File: config.mk
export PLATFORM = sky130hd
export DESIGN_NAME = acc_datapath_gen
export DESIGN_NICKNAME = d
export VERILOG_FILES = /design/src/rtl/acc_datapath_gen.sv
export SDC_FILE = /design/constraint.sdc
export NUM_CORES = 1
export LEC_CHECK = 0
export BUFFER_PORTS_ARGS = -buffer_cell sky130_fd_sc_hd__buf_2
export CAP_MARGIN = 10
export CORE_ASPECT_RATIO = 0.7
export CORE_MARGIN = 5
export CORE_UTILIZATION = 45
export CTS_BUF_LIST = sky130_fd_sc_hd__clkbuf_4 sky130_fd_sc_hd__clkbuf_8
export DETAILED_ROUTE_END_ITERATION = 10
export HOLD_SLACK_MARGIN = 0.08
export PLACE_DENSITY = 0.65
export SLEW_MARGIN = 0
export SYNTH_ARGS = -nofsm -noshare
export SYNTH_HDL_FRONTEND = slang
export SYNTH_SLANG_ARGS = --single-unit
File: constraint.sdc
create_clock -name clk -period 8.1 [get_ports clk]
set_clock_uncertainty 0.05 [all_clocks]
set_input_delay 1.62 -clock clk [delete_from_list [all_inputs] [get_ports clk]]
set_output_delay 1.62 -clock clk [all_outputs]
set_load 0.02 [all_outputs]
File: src/rtl/acc_datapath_gen.sv
`default_nettype none
// ---------------------------------------------------------------------------
// acc_datapath_gen : accumulator datapath (PC/MAR/IR/MDR/ACC, ALU, flags)
//                    with a sequential shift-add MN x MN multiplier
// Revision: 1.0
// ---------------------------------------------------------------------------
module acc_datapath_gen #(
  parameter int DW  = 16,
  parameter int AW  = 8,
  parameter int OPW = DW - AW,
  parameter int MN  = DW / 2
) (
  input  logic           clk,
  input  logic           rst,
  input  logic           loadPC,
  input  logic           muxPC,
  input  logic           loadMAR,
  input  logic           muxMAR,
  input  logic           loadIR,
  input  logic           loadMDR,
  input  logic           loadACC,
  input  logic [1:0]     muxACC,
  input  logic [1:0]     opALU,
  input  logic           mult_start,
  output logic           mult_busy,
  output logic           mult_done,
  output logic           zflag,
  output logic           cflag,
  output logic [OPW-1:0] opcode,
  output logic [AW-1:0]  MemAddr,
  output logic [DW-1:0]  MemD,
  input  logic [DW-1:0]  MemQ
);

  localparam int CW = $clog2(MN + 1);

  typedef enum logic [0:0] {
    S_IDLE = 1'b0,
    S_RUN  = 1'b1
  } state_t;

  logic [AW-1:0] pc_q, mar_q;
  logic [DW-1:0] ir_q, mdr_q, acc_q, prod_q;
  logic          zflag_q, cflag_q, done_q;
  state_t        state_q;
  logic [DW-1:0] mcand_q, part_q;
  logic [MN-1:0] mplier_q;
  logic [CW-1:0] cnt_q;

  logic [AW-1:0] op_addr, pc_inc;
  logic [DW:0]   sum, diff;
  logic [DW-1:0] alu_res, acc_d, part_d;
  logic          alu_c, cflag_d;

  always_comb begin
    op_addr = ir_q[DW-1:OPW];
    pc_inc  = pc_q + AW'(1);
    sum     = {1'b0, acc_q} + {1'b0, mdr_q};
    diff    = {1'b0, acc_q} - {1'b0, mdr_q};
    alu_res = sum[DW-1:0];
    alu_c   = sum[DW];
    case (opALU)
      2'b00: begin alu_res = sum[DW-1:0];    alu_c = sum[DW];  end
      2'b01: begin alu_res = diff[DW-1:0];   alu_c = diff[DW]; end
      2'b10: begin alu_res = acc_q & mdr_q;  alu_c = 1'b0;     end
      default: begin alu_res = acc_q | mdr_q; alu_c = 1'b0;    end
    endcase

    acc_d   = acc_q;
    cflag_d = cflag_q;
    if (loadACC) begin
      case (muxACC)
        2'b00: begin
          acc_d = alu_res;
          // Only ADD/SUB produce a carry worth remembering.
          if (!opALU[1]) cflag_d = alu_c;
        end
        2'b01:   acc_d = mdr_q;
        2'b10:   acc_d = prod_q;
        default: acc_d = '0;
      endcase
    end

    part_d = part_q + (mplier_q[0] ? mcand_q : '0);
  end

  always_ff @(posedge clk) begin
    if (rst) begin
      pc_q     <= '0;
      mar_q    <= '0;
      ir_q     <= '0;
      mdr_q    <= '0;
      acc_q    <= '0;
      prod_q   <= '0;
      zflag_q  <= 1'b1;
      cflag_q  <= 1'b0;
      done_q   <= 1'b0;
      state_q  <= S_IDLE;
      mcand_q  <= '0;
      mplier_q <= '0;
      part_q   <= '0;
      cnt_q    <= '0;
    end else begin
      if (loadPC)  pc_q  <= muxPC  ? op_addr : pc_inc;
      if (loadMAR) mar_q <= muxMAR ? op_addr : pc_q;
      if (loadIR)  ir_q  <= mdr_q;
      if (loadMDR) mdr_q <= MemQ;
      acc_q   <= acc_d;
      cflag_q <= cflag_d;
      zflag_q <= (acc_d == '0);
      done_q  <= 1'b0;

      case (state_q)
        S_IDLE: begin
          if (mult_start) begin
            mcand_q  <= {{(DW-MN){1'b0}}, acc_q[MN-1:0]};
            mplier_q <= mdr_q[MN-1:0];
            part_q   <= '0;
            cnt_q    <= CW'(MN);
            state_q  <= S_RUN;
          end
        end
        default: begin
          part_q   <= part_d;
          mcand_q  <= mcand_q << 1;
          mplier_q <= mplier_q >> 1;
          cnt_q    <= cnt_q - CW'(1);
          if (cnt_q == CW'(1)) begin
            prod_q  <= part_d;
            done_q  <= 1'b1;
            state_q <= S_IDLE;
          end
        end
      endcase
    end
  end

  assign mult_busy = (state_q == S_RUN);
  assign mult_done = done_q;
  assign zflag     = zflag_q;
  assign cflag     = cflag_q;
  assign opcode    = ir_q[OPW-1:0];
  assign MemAddr   = mar_q;
  assign MemD      = acc_q;

endmodule
`default_nettype wire

* Word level (Yosys, flattened, before mapping) *
Cells that the tools add are included.

storage, ports and cells
  bits in registers = 128
  bits of input ports = 30
  word-level logic and storage cells = 57

operators by class
  add/sub/neg operators = 5
  equality and inequality tests = 5
  muxes and demuxes = 19
  bitwise operators = 4
  reduce and logical (&&, ||, !) cells = 8

operators with widths
  kind                 number
  $mux 16              6
  $pmux 16 s3          2
  $add 16x16->17       1
  $sub 16x16->17       1
  $add 16x16->16       1
  $and 16x16->16       1
  $logic_not 16->1     1
  $mux 8               2
  $or 16x16->16        1
  $mux 7               2
  $add 8x1->8 const B  1
  $mux 4               2
  $eq 2x1->1 const B   2
  $eq 2x2->1 const B   2
  $eq 4x1->1 const B   1
  $logic_not 2->1      2
  $mux 1               4
  $reduce_or 2->1      2
  $sub 4x1->4 const B  1
  $reduce_and 3->1     1
  $not 1->1            2
  $pmux 1 s2           1
  $reduce_and 2->1     1
  $reduce_bool 2->1    1

* Depth between registers and ports, before layout *
  depth in word-level cells = 5
  depth in mapped cells = 13
  mapped depth without buffers = 13

* Worst setup path after synthesis *
No wires, ideal clock.

  path type = in2reg
  from = input opALU[0]
  to = register zflag_q, in the netlist zflag
  setup time = 0.096 ns
  arrival time = 3.495 ns
  required time = 7.954 ns
  path slack = 4.459 ns
  stages = 10
  buffers on the path = 1
  cells stage by stage = buf_2 > inv_2 > mux4_2 > mux2i_1 > nor2_1 > a311oi_2 > nand3_1 > nor4b_1 > o211ai_1 > o41ai_2

between the ends
  word-level cells in the longest chain between the ends = 5

ends and longest elaborated chain
  what                                      RTL line  text
  from (decl)                               23        input logic [1:0] opALU,
  $eq 2x2->1, or another cell as far along  62        case (opALU)
  $pmux 16 s3 (*)                           62
  $pmux 16 s3 (*)                           72        case (muxACC)
  $mux 16 (*)                               71        if (loadACC) begin
  $logic_not 16->1 (*)                      110       zflag_q <= (acc_d == '0);
  to (signal assigned)                      110
  to (decl)                                 44        logic zflag_q, cflag_q, done_q;

Mark *: on every way between the ends. The rest lies on a longest branch, timed or not.
A chain may end at the register's enable or synchronous reset.

* Final worst setup path *
Ends and elaborated chain as after synthesis.

==> flow_summary.yaml <==
sta:
  tightest_slew_ps: 904.3
  setup_ws_ps: 3736
  fmax_mhz: 229.2
  finalCriticalPeriod_ps: 4364
  rsz0062_at_grt: "no"
  tns_ps: 0
  drv_slew: 0
  setup_viol: 0
  whs_ps: 413.6
  finalCritPeriodShare_pct: 53.88
  slew_headroom_pct: 39.72
  hold_viol: 0
final_layout:
  layout_common_cells: "nor2_1 (154), dfxtp_1 (127), a21oi_1 (91)"
  drive_gt1_share_pct: 11.17
  final_common_cell: "nor2_1"
  diodes: 0
  area_growth_pct: 8.903
  fin_nets: 1145
synth:
  syn_nets: 1127
  syn_area_sq_um: 8292
  synth_edf_count: 0
  async_flop_share_pct: 0
  ys_seq_area_share_pct: 30.90
  synthFlopType: "dfxtp_1"
  yosysWarnings: 0
  yosysUniqueCellTypes: 68
  syn_avg_cell_area_sq_um: 8.089
  synth-seq-cells: 128
  synthCells: 1025
power_and_ir_drop:
  p_comb_share_pct: 18.0
  swShare_pct: 33.07
  power.density_nw_per_um2: 167.0
  leakagePower_nw: 3.887
  power_mw: 1.508
  p_switching_mw: 0.4985
  pwr-share-clk_pct: 37.1
  p_int_mw: 1.009
  seqPwrFrac_pct: 44.9
  vdd_drop_max_mv: 0.09335
placement:
  io_buffers: 65
  dp.final_hpwl_mm: 16.11
  dp_slack_ps: 3399
  gp_congestion: 0.9929
worst_setup_path:
  crit_family: "buffers and inverters"
  r2r_start: "mdr_q[7]"
  worst_path_largest_cell_delay_ps: 590
  crit_buf_inv: 2
  path_cells: "buf_2 > inv_2 > mux4_2 > mux2i_1 > nor2_1 > a311oi_2 > nand3_1 > nor4b_1 > o211ai_1 > o41ai_2"
  regToRegSetupSlack_ps: 4460
  path_max_fanout: 42
  worst_r2r_endpoint: "zflag"
  reg2regPathDepth: 10
  cp.arrival_ps: 4670
  cp-end-kind: "register"
  required_ps: 8400
  critPathSlowestCell: "buf_2"
  critPathKind: "in -> reg"
  worst_setup_path_start_kind: "primary input"
clock_network:
  cts_buffers: 17
  cts_hold_buf: 0
  cts-root-buf: "clkbuf_8"
  clockBufferDepth: 2
  ctsHtreeMaxLevel: 4
  cts.clk_slew.worst_paths_ps: 90
  clock-sinks: 128
  post_cts_buffers: 0
  cts_tree: "yes"
  worstSkewPairLatency_ps: 440
  ctsResizeCount: 0
status:
  status: "finished clean"
detailed_routing:
  vias: 7297
  postRouteWirelength_mm: 22.05
  drtIter0Drc: 650
  wl_met2_mm: 8.795
  dr.max_layer_used: "met4"
  wl_met1_mm: 11.25
  wl_per_cell_um: 17.07
  dr_wl_met3_mm: 1.807
  dr.pass1.iters: 5
  drc: 0
  antenna_left: 0
  routed_via_density: 5.648
grt:
  grtUsageTotal_pct: 20.90
  grt_pass1_vias: 6636
  grt_overflow: 0
  grt_max_degree: 89
  antenna_found_initial: 0
  grt_pass1_wl_mm: 35.42
flow_run:
  drv_cap: 0
floorplan:
  pin_count: 66
  core_sq_um: 18060
  fp.dieW_um: 172.2
  num_rows: 41
  die-area_sq_um: 21280
  dieHeight_um: 123.6
  initial_core_util_pct: 45.92
hold_path:
  min_to: "prod_q[8]"
  worstHoldPathType: "reg -> reg"
  hold_depth: 2
  holdCritStartpoint: "prod_q[8]"
==> worst reg2reg max path: stages (launching register included) <==
cell and delay [ps]:
dfxtp_1 580, inv_1 120, ha_1 440, or3_4 440
a211oi_1 560, o21ai_1 180, a21oi_1 240, o31ai_1 120
a211oi_1 300, nand4_1 170, o41ai_2 340
==> registers in the layout, summed over array words and instances, names as in the netlist <==
name,count
MemD,16
ir_q,16
mcand_q,16
mdr_q,16
part_q,16
prod_q,16
MemAddr,8
mplier_q,8
pc_q,8
cnt_q,4
cflag,1
mult_busy,1
mult_done,1
zflag,1
==> synthesized netlist by cell type (3+ instances only) <==
library cell,n,area [sq um]
nor2_1,154,578.1
and3_1,10,62.56
nand3_1,13,65.06
o21a_1,9,67.56
nor3_1,10,50.05
nand2_1,55,206.5
buf_2,6,30.03
clkbuf_1,48,180.2
dfxtp_1,128,2562
o31a_1,4,35.03
a22o_1,7,61.31
o21ai_0,35,175.2
buf_1,6,22.52
and2_1,23,143.9
o211ai_1,9,67.56
fa_1,3,60.06
mux2i_1,65,650.6
a21oi_1,91,455.4
a21o_1,5,37.54
ha_1,69,863.3
o31ai_1,7,52.55
or3_1,10,62.56
o221ai_1,4,35.03
xnor2_1,20,175.2
nor2b_1,9,56.30
o22ai_1,5,31.28
nand2b_1,11,68.82
o21ai_1,5,25.02
inv_1,61,229.0
xor2_1,6,52.55
a221o_1,4,40.04
a31oi_1,6,37.54
a22oi_1,15,112.6
a211oi_1,25,187.7
or2_2,3,18.77
buf_4,8,60.06
o21bai_1,6,45.04
a311oi_1,3,26.28
nor3b_1,25,187.7
a221oi_1,7,61.31
==> per-layer routing <==
layer  vias to the layer above  global-route usage (%)
met5                         -                       0
met4                         0                   4.075
met3                        20                   5.679
met2                       216                   29.49
met1                      3438                   31.92
li1                       3623                       -
==> layout make-up <==
cell class	instances	area, sq um
inverters	63	236.5
clock inverters	15	165.2
flip-flops and latches	128	2564
multi-input cells	764	5177
well taps	236	295.3
clock buffers	17	234.0
fillers	1769	9027
repair buffers	69	357.8
==> power by group through the flow <==
| stage | clock network, mW | registers, mW | logic (mW) |
|---|---|---|---|
| after floorplan | 0 | 0.688 | 0.197 |
| after global placement | 0 | 0.691 | 0.265 |
| after detailed placement | 0 | 0.691 | 0.266 |
| after CTS | 0.570 | 0.676 | 0.268 |
| after global routing | 0.599 | 0.679 | 0.299 |
| final | 0.559 | 0.677 | 0.272 |
==> per-stage QoR <==
step,std cells,util [%],area (sq um)
after global placement,1260,47.80,8631
after floorplan,1025,-,8292
final,1292,50.01,9030
after global routing,1292,50.01,9030
after detailed placement,1260,47.80,8631
after CTS,1292,50.01,9030
==> cells by family after synthesis <==
group | share of synthesized area [%]
xor gates and xnor gates | 2.746
buffers and inverters | 6.654
adders and majority gates | 11.14
and+or+nand+nor | 19.36
AOI/OAI and AO/OA | 21.08
muxes | 8.118
DFF | 30.90
==> worst max-delay path by stage <==
stage              from  endpoint  depth (start not counted)
2_1_floorplan  opALU[0]     zflag                         10
4_1_cts        opALU[0]     zflag                         10
3_5_place_dp   opALU[0]     zflag                         10
6_report       opALU[0]     zflag                         10
3_3_place_gp   opALU[0]     zflag                         10
5_1_grt        opALU[0]     zflag                         10
Note: power is estimated with default switching activity, not from simulation.
